File: src/rtl/npc_seq_ctrl_pkg.sv
// Shared state encoding and opcode constants for the NPC instruction sequencer.
package npc_pkg;

  typedef enum logic [2:0] {
    S_IDLE  = 3'd0,
    S_FETCH = 3'd1,
    S_EXEC  = 3'd2,
    S_MEM   = 3'd3,
    S_WB    = 3'd4,
    S_HALT  = 3'd5
  } state_t;

  localparam logic [6:0] OP_LOAD   = 7'b0000011;
  localparam logic [6:0] OP_STORE  = 7'b0100011;
  localparam logic [6:0] OP_JAL    = 7'b1101111;
  localparam logic [6:0] OP_JALR   = 7'b1100111;
  localparam logic [6:0] OP_SYSTEM = 7'b1110011;

  function automatic logic is_mem_op(input logic [6:0] op);
    return (op == OP_LOAD) || (op == OP_STORE);
  endfunction

endpackage

File: src/rtl/npc_seq_ctrl_watchdog.sv
// Wait-state watchdog: counts enabled cycles and flags expiry once LIMIT cycles have elapsed.
module seq_watchdog #(
  parameter int unsigned LIMIT = 1024,
  parameter int unsigned W     = 16
) (
  input  logic clk,
  input  logic rst_n,
  input  logic clr,
  input  logic en,
  output logic expired
);

  logic [W-1:0] cnt;

  assign expired = en && (cnt == W'(LIMIT));

  // Saturates at LIMIT so a long stall cannot wrap back below the threshold.
  always_ff @(posedge clk or negedge rst_n) begin
    if (!rst_n) begin
      cnt <= '0;
    end else if (clr) begin
      cnt <= '0;
    end else if (en && !expired) begin
      cnt <= cnt + 1'b1;
    end
  end

endmodule

File: src/rtl/npc_seq_ctrl.sv
// NPC multi-cycle sequencer: fetch -> exec -> mem -> write-back with a one-cycle commit window.
// Optional wait-state watchdog enabled by defining NPC_SEQ_WDT_EN.
module npc_seq_ctrl
  import npc_pkg::*;
#(
  parameter int unsigned CNT_W     = 32
`ifdef NPC_SEQ_WDT_EN
  ,
  parameter int unsigned WDT_LIMIT = 1024,
  parameter int unsigned WDT_W     = 16
`endif
) (
  input  logic             clk,
  input  logic             rst_n,
  output logic             ifu_req,
  input  logic             ifu_valid,
  input  logic [6:0]       opcode,
  input  logic             is_ebreak,
  output logic             lsu_req,
  input  logic             lsu_valid,
  input  logic             wbu_valid,
  output logic             commit,
  output logic             pc_wen,
  output logic             gpr_wen_gate,
  output logic             csr_wen_gate,
  output logic             halt,
  output logic             hang,
  output logic [2:0]       state_o,
  output logic [CNT_W-1:0] inst_cnt
);

  state_t     state;
  logic [6:0] op_q;
  logic       ebreak_q;
  logic       waiting;
  logic       wdt_exp;

  assign waiting = (state == S_FETCH) || (state == S_MEM);

`ifdef NPC_SEQ_WDT_EN
  seq_watchdog #(
    .LIMIT (WDT_LIMIT),
    .W     (WDT_W)
  ) u_wdt (
    .clk     (clk),
    .rst_n   (rst_n),
    .clr     (!waiting),
    .en      (waiting),
    .expired (wdt_exp)
  );

  always_ff @(posedge clk or negedge rst_n) begin
    if (!rst_n) hang <= 1'b0;
    else if (wdt_exp) hang <= 1'b1;
  end
`else
  assign wdt_exp = 1'b0;
  assign hang    = 1'b0;
`endif

  always_ff @(posedge clk or negedge rst_n) begin
    if (!rst_n) begin
      state    <= S_IDLE;
      op_q     <= '0;
      ebreak_q <= 1'b0;
      inst_cnt <= '0;
    end else begin
      case (state)
        S_IDLE:  state <= S_FETCH;
        S_FETCH: begin
          // Expiry wins over a valid arriving in the same cycle.
          if (wdt_exp) begin
            state <= S_HALT;
          end else if (ifu_valid) begin
            op_q     <= opcode;
            ebreak_q <= is_ebreak;
            state    <= S_EXEC;
          end
        end
        S_EXEC:  state <= is_mem_op(op_q) ? S_MEM : S_WB;
        S_MEM: begin
          if (wdt_exp)        state <= S_HALT;
          else if (lsu_valid) state <= S_WB;
        end
        S_WB: begin
          if (wbu_valid) begin
            inst_cnt <= inst_cnt + 1'b1;
            state    <= ebreak_q ? S_HALT : S_FETCH;
          end
        end
        S_HALT:  state <= S_HALT;
        default: state <= S_IDLE;
      endcase
    end
  end

  // Outputs decode the registered state; the commit window additionally needs wbu_valid.
  assign ifu_req      = (state == S_FETCH) && !wdt_exp;
  assign lsu_req      = (state == S_MEM) && !wdt_exp;
  assign commit       = (state == S_WB) && wbu_valid;
  assign pc_wen       = commit;
  assign gpr_wen_gate = commit;
  assign csr_wen_gate = commit;
  assign halt         = (state == S_HALT);
  assign state_o      = state;

endmodule

File: config.mk
export PLATFORM = sky130hd
export DESIGN_NAME = npc_seq_ctrl
export DESIGN_NICKNAME = d
export VERILOG_FILES = /design/src/rtl/npc_seq_ctrl_pkg.sv /design/src/rtl/npc_seq_ctrl_watchdog.sv /design/src/rtl/npc_seq_ctrl.sv
export SDC_FILE = /design/constraint.sdc
export NUM_CORES = 1
export LEC_CHECK = 0
export BUFFER_PORTS_ARGS = -buffer_cell sky130_fd_sc_hd__buf_4
export CORE_MARGIN = 1
export CORE_UTILIZATION = 35
export CTS_CLUSTER_DIAMETER = 200
export DETAILED_ROUTE_END_ITERATION = 16
export HOLD_SLACK_MARGIN = 0.06
export RECOVER_POWER = 50
export SYNTH_ARGS = -nofsm -noshare
export SYNTH_HDL_FRONTEND = slang
export SYNTH_SLANG_ARGS = --single-unit
File: constraint.sdc
create_clock -name clk -period 2.1 [get_ports clk]
set_clock_uncertainty 0.15 [all_clocks]
set_input_delay 0.63 -clock clk [delete_from_list [all_inputs] [get_ports clk]]
set_output_delay 0.63 -clock clk [all_outputs]
set_load 0.02 [all_outputs]
======== Word-level counts from Yosys, hierarchy flattened ========
Index checks and enable logic that the tools add are counted.
cells by class
  reduce and logical (&&, ||, !) cells .... 6
  multiplexer cells ....................... 6
  $add $sub $neg .......................... 1
  equal/unequal tests ..................... 10
operator list
  kind                     number
  $add A32 B1 Y32 const B  1
  $pmux W3 S6              1
  $mux W3                  5
  $eq A7 B2 Y1 const B     1
  $eq A7 B6 Y1 const B     1
  $eq A3 B2 Y1 const B     2
  $eq A3 B3 Y1 const B     2
  $ne A2 B1 Y1 const B     2
  $reduce_and A2 Y1        2
  $eq A3 B1 Y1 const B     1
  $logic_not A3 Y1         1
  $reduce_and A3 Y1        1
  $ne A2 B2 Y1 const B     1
  $logic_and A1 B1 Y1      1
  $logic_or A1 B1 Y1       1
storage, ports and cells
  output and inout port bits .............. 43
  word-level logic and storage cells ...... 27
  register bits ........................... 43
  input bits .............................. 13

======== Longest topological paths before layout ========
  depth in word-level cells ............... 4
  depth in mapped cells ................... 7
  depth with buffers taken out ............ 6

======== Least setup slack after synthesis ========
Ideal clock, no wire load.
  kind .................................... flip-flop to flip-flop
  from .................................... register state[2] (netlist: state_o[2])
  to ...................................... register ebreak_q
  setup time .............................. 0.125 ns
  path buffers ............................ 1
  clock period less this slack ............ 2.079 ns
  setup slack ............................. 0.021 ns
  cell stages (with the launch flop) ...... 6
  required time ........................... 1.825 ns
  arrival time ............................ 1.804 ns
  cells stage by stage .................... dfrtp_1 and2b_1 nor2b_1 and2_1 buf_2 mux2_2
on the way
  longest elaborated chain between the ends .. 2
ends and longest elaborated chain
  element                      RTL line            RTL
  start, declared              npc_seq_ctrl.sv:32  state_t state;
  start signal, assigned       npc_seq_ctrl.sv:80  S_EXEC: state <= is_mem_op(op_q) ? S_MEM : S_WB;
  start signal, assigned       npc_seq_ctrl.sv:88  state <= ebreak_q ? S_HALT : S_FETCH;
  $eq A3 B1 Y1                 n/a
  net ifu_req                  npc_seq_ctrl.sv:15  output logic ifu_req,
  $reduce_and A2 Y1 (no line)  n/a
  end signal, assigned         npc_seq_ctrl.sv:76  ebreak_q <= is_ebreak;
  end, declared                npc_seq_ctrl.sv:34  logic ebreak_q;
The timed path passes the listed nets, and every way through them passes these cells.
A chain may end at the register's enable or synchronous reset.

======== Worst setup path after layout ========
  from .................................... register state[2] (netlist: state_o[2])
  to ...................................... output lsu_req
on the way
  longest elaborated chain between the ends .. 1
ends and longest elaborated chain
  element        RTL line            RTL
  $eq A3 B2 Y1   npc_seq_ctrl.sv:99  assign lsu_req = (state == S_MEM) && !wdt_exp;
  end, declared  npc_seq_ctrl.sv:19  output logic lsu_req,
Every way passes these cells.

==> metrics <==
num rows=27; Slew @ Worst Pin=between 1 and 1.5 ns; htree depth=2; Setup CP Type=register to primary output; Comb power frac=0.300; Hold Path Class=register to register; Seq cells post-synth=42; Clock Latency Late Sink=between 0.2 and 0.3 ns; Sink Count=42; largest net degree at the start of global routing=43; crit end category=primary output; Hold EP=inst_cnt[31]; switching share of power=0.298; TritonCTS clock tree=yes; syn_area_per_cell=11.0 µm²; Port-buffer cells=between 50 and 60; starting density of the core=0.365; global-route wire length before repair=roughly 6700 µm; r2r setup slk=0.18 ns; vias per inst=4.79; synth warn=0; Post-Layout Inst Area=2620 µm²; Die X=78.0 µm; CORE AREA=5540 µm²; DRC Markers=0; Peak VDD IR=just under 0.5 mV; Worst-path clk slew=0.08 ns; Slew Limit Fails=0; Pint=1.68 mW; largest buffer count on any clock path=2; Die Area=6080 µm²; Worst Hold Depth=1; Lkg Pwr=approximately 1.3 nW; Post-synth EDFFs=0; final WL=3890 µm; total CTS buffers=5; Post-DP Area=2510 µm²; clock share of power=0.272; Overall Power=2.39 mW; Routed Antenna Nets=0; fraction of layout cells with a size suffix above 1=0.307; HPWL Detailed=around 2800 µm; Final Wtd Congestion=0.730; GRT Resource Usage Total=0.140; n_diodes=0; hold wc startpoint=inst_cnt[31]; Worst Path Required=approximately 1.3 ns; clock root cell=clkbuf_8; post-synthesis cell area=2020 µm²; outcome=finished clean; Sequential Power Share=0.428; Top FF cell, synth=dfrtp_1; Syn Nets=197; Layout area overhead=29.4%; Reg2Reg Capture Point=inst_cnt[12]; most numerous cell in the Yosys netlist=dfrtp_1; f_max=~0.49 GHz; DR iter-0 viols=45; Net Sw Power=710 µW; initial antenna violation count=0; multi-input logic area=roughly 890 µm²; final hold viol count=0; Critical Path Fanout Max=4; global route overflow=0; share of the clock period used by the worst path=0.962; WL/cell=about 12 µm; FILL cells=558; number of global-route vias before repair=roughly 1400; ranking of synthesized cells by area=dfrtp_1 (52%), xnor2_1 (7.8%), xor2_1 (5.6%); Distinct cells, synth=36; Startpoint Class=register; Final Core Density=0.472; Final Setup Violations=0; Sum Neg Setup Slack=0 ns; Register Area=1050 µm²; worst reg2reg path depth=7; boundary pin count=56; max_slew headroom=0.309; total number of vias=1513; min Tclk post-route=2.02 ns; Seq/Total Area, Yosys=0.520; NumNets Final=~260; FFs w/ async S/R, synth=1.00; RSZ-0062 raised after global routing=no; Maximum Capacitance Violations=0; die outline height=approximately 78 µm; most frequent cells after synthesis=dfrtp_1 (42), nor2_1 (20), xnor2_1 (18), nand4_1 (13), xor2_1 (13); power per cell area=912 nW/µm²; largest area contributor in the synthesized netlist=dfrtp_1; Yosys top cell area share=0.520; drt pass-1 iters=4; worst r2r src=state_o[0]; arrival time at the worst endpoint=approximately 1.2 ns; post-synthesis cell count=around 180
## registers in the layout (all words and copies together), names as in the netlist
| register | flops |
|---|---|
| ebreak_q | 1 |
| inst_cnt | 32 |
| op_q | 6 |
| state_o | 3 |
## metrics by stage
stage                     hold slack (ns)  cells  setup slack, ns
final                               0.316    316           0.0791
after CTS                           0.179    315          0.00376
after global routing                0.334    316          0.00528
after floorplan                     0.184    183           0.0209
after global placement              0.311    308           0.0672
after detailed placement            0.312    308           0.0489
## how the worst max path moves through the flow
stage / start / endpoint / slack [ns]
global placement: wbu_valid / inst_cnt[31] / 0.07
CTS: state_o[2] / ifu_req / 0.004
detailed placement: wbu_valid / inst_cnt[31] / 0.05
floorplan: state_o[2] / ebreak_q / 0.02
finish: state_o[2] / lsu_req / 0.08
global route: state_o[2] / ifu_req / 0.005
## layout by cell type, fill, tap and decap left out, types with 5 or more instances in the layout
cell and instances:
buf_4 49, xor2_1 13, nor2_1 20, nand2_1 10, clkbuf_1 9, inv_1 6
clkbuf_8 6, xnor2_1 18, dfrtp_1 42, nand4_1 13, nand3_1 10, and3_1 5
mux2_2 7
## cell type report
cell class / count / area share
tap: 72 / 0.0344
clock inverter: 1 / 0.0115
inverter: 7 / 0.0120
clock buffer: 6 / 0.0316
timing repair buffer: 62 / 0.168
multi-input combinational: 126 / 0.340
sequential: 42 / 0.402
## kinds of logic (layout without fill, tap and decap cells)
kind of cell / count (synthesis) / count (layout) / synth area share
muxes: 8 / 8 / 0.0440
other: 1 / 1 / 0.00186
AOI/OAI and AO/OA: 7 / 7 / 0.0229
buffers and inverters: 15 / 76 / 0.0427
adders and majority gates: 1 / 1 / 0.00619
DFF: 42 / 42 / 0.520
xor gates and xnor gates: 31 / 31 / 0.134
and+or+nand+nor: 78 / 78 / 0.228
## worst max-delay path: stages (launching register included)
cell and delay (ns):
dfrtp_1 0.39, and2b_2 0.26, and2_1 0.17, buf_6 0.13
## power groups by stage
stage	Sequential (mW)	Clock, mW	Combinational [mW]
floorplan	1.10	0	0.374
global placement	1.04	0	0.687
detailed placement	1.04	0	0.696
CTS	1.02	0.678	0.700
global route	1.04	0.711	0.779
finish	1.02	0.648	0.715
## per-layer routing
layer | up-vias | global-route usage | wire, µm
met5 | - | 0 | 0
met4 | 0 | 0.0611 | 65
met3 | 7 | 0.0376 | 208
met2 | 38 | 0.216 | 1850
met1 | 729 | 0.185 | 1770
li1 | 739 | - | -
## repair_timing
action / CTS / global route
resized for setup: 1 / 5
pin swaps: 0 / 0
endpoints found under the setup margin: 1 / 6
setup buffers: 0 / 1
hold buffers: 0 / 0
(Power assumes the default switching activity.)
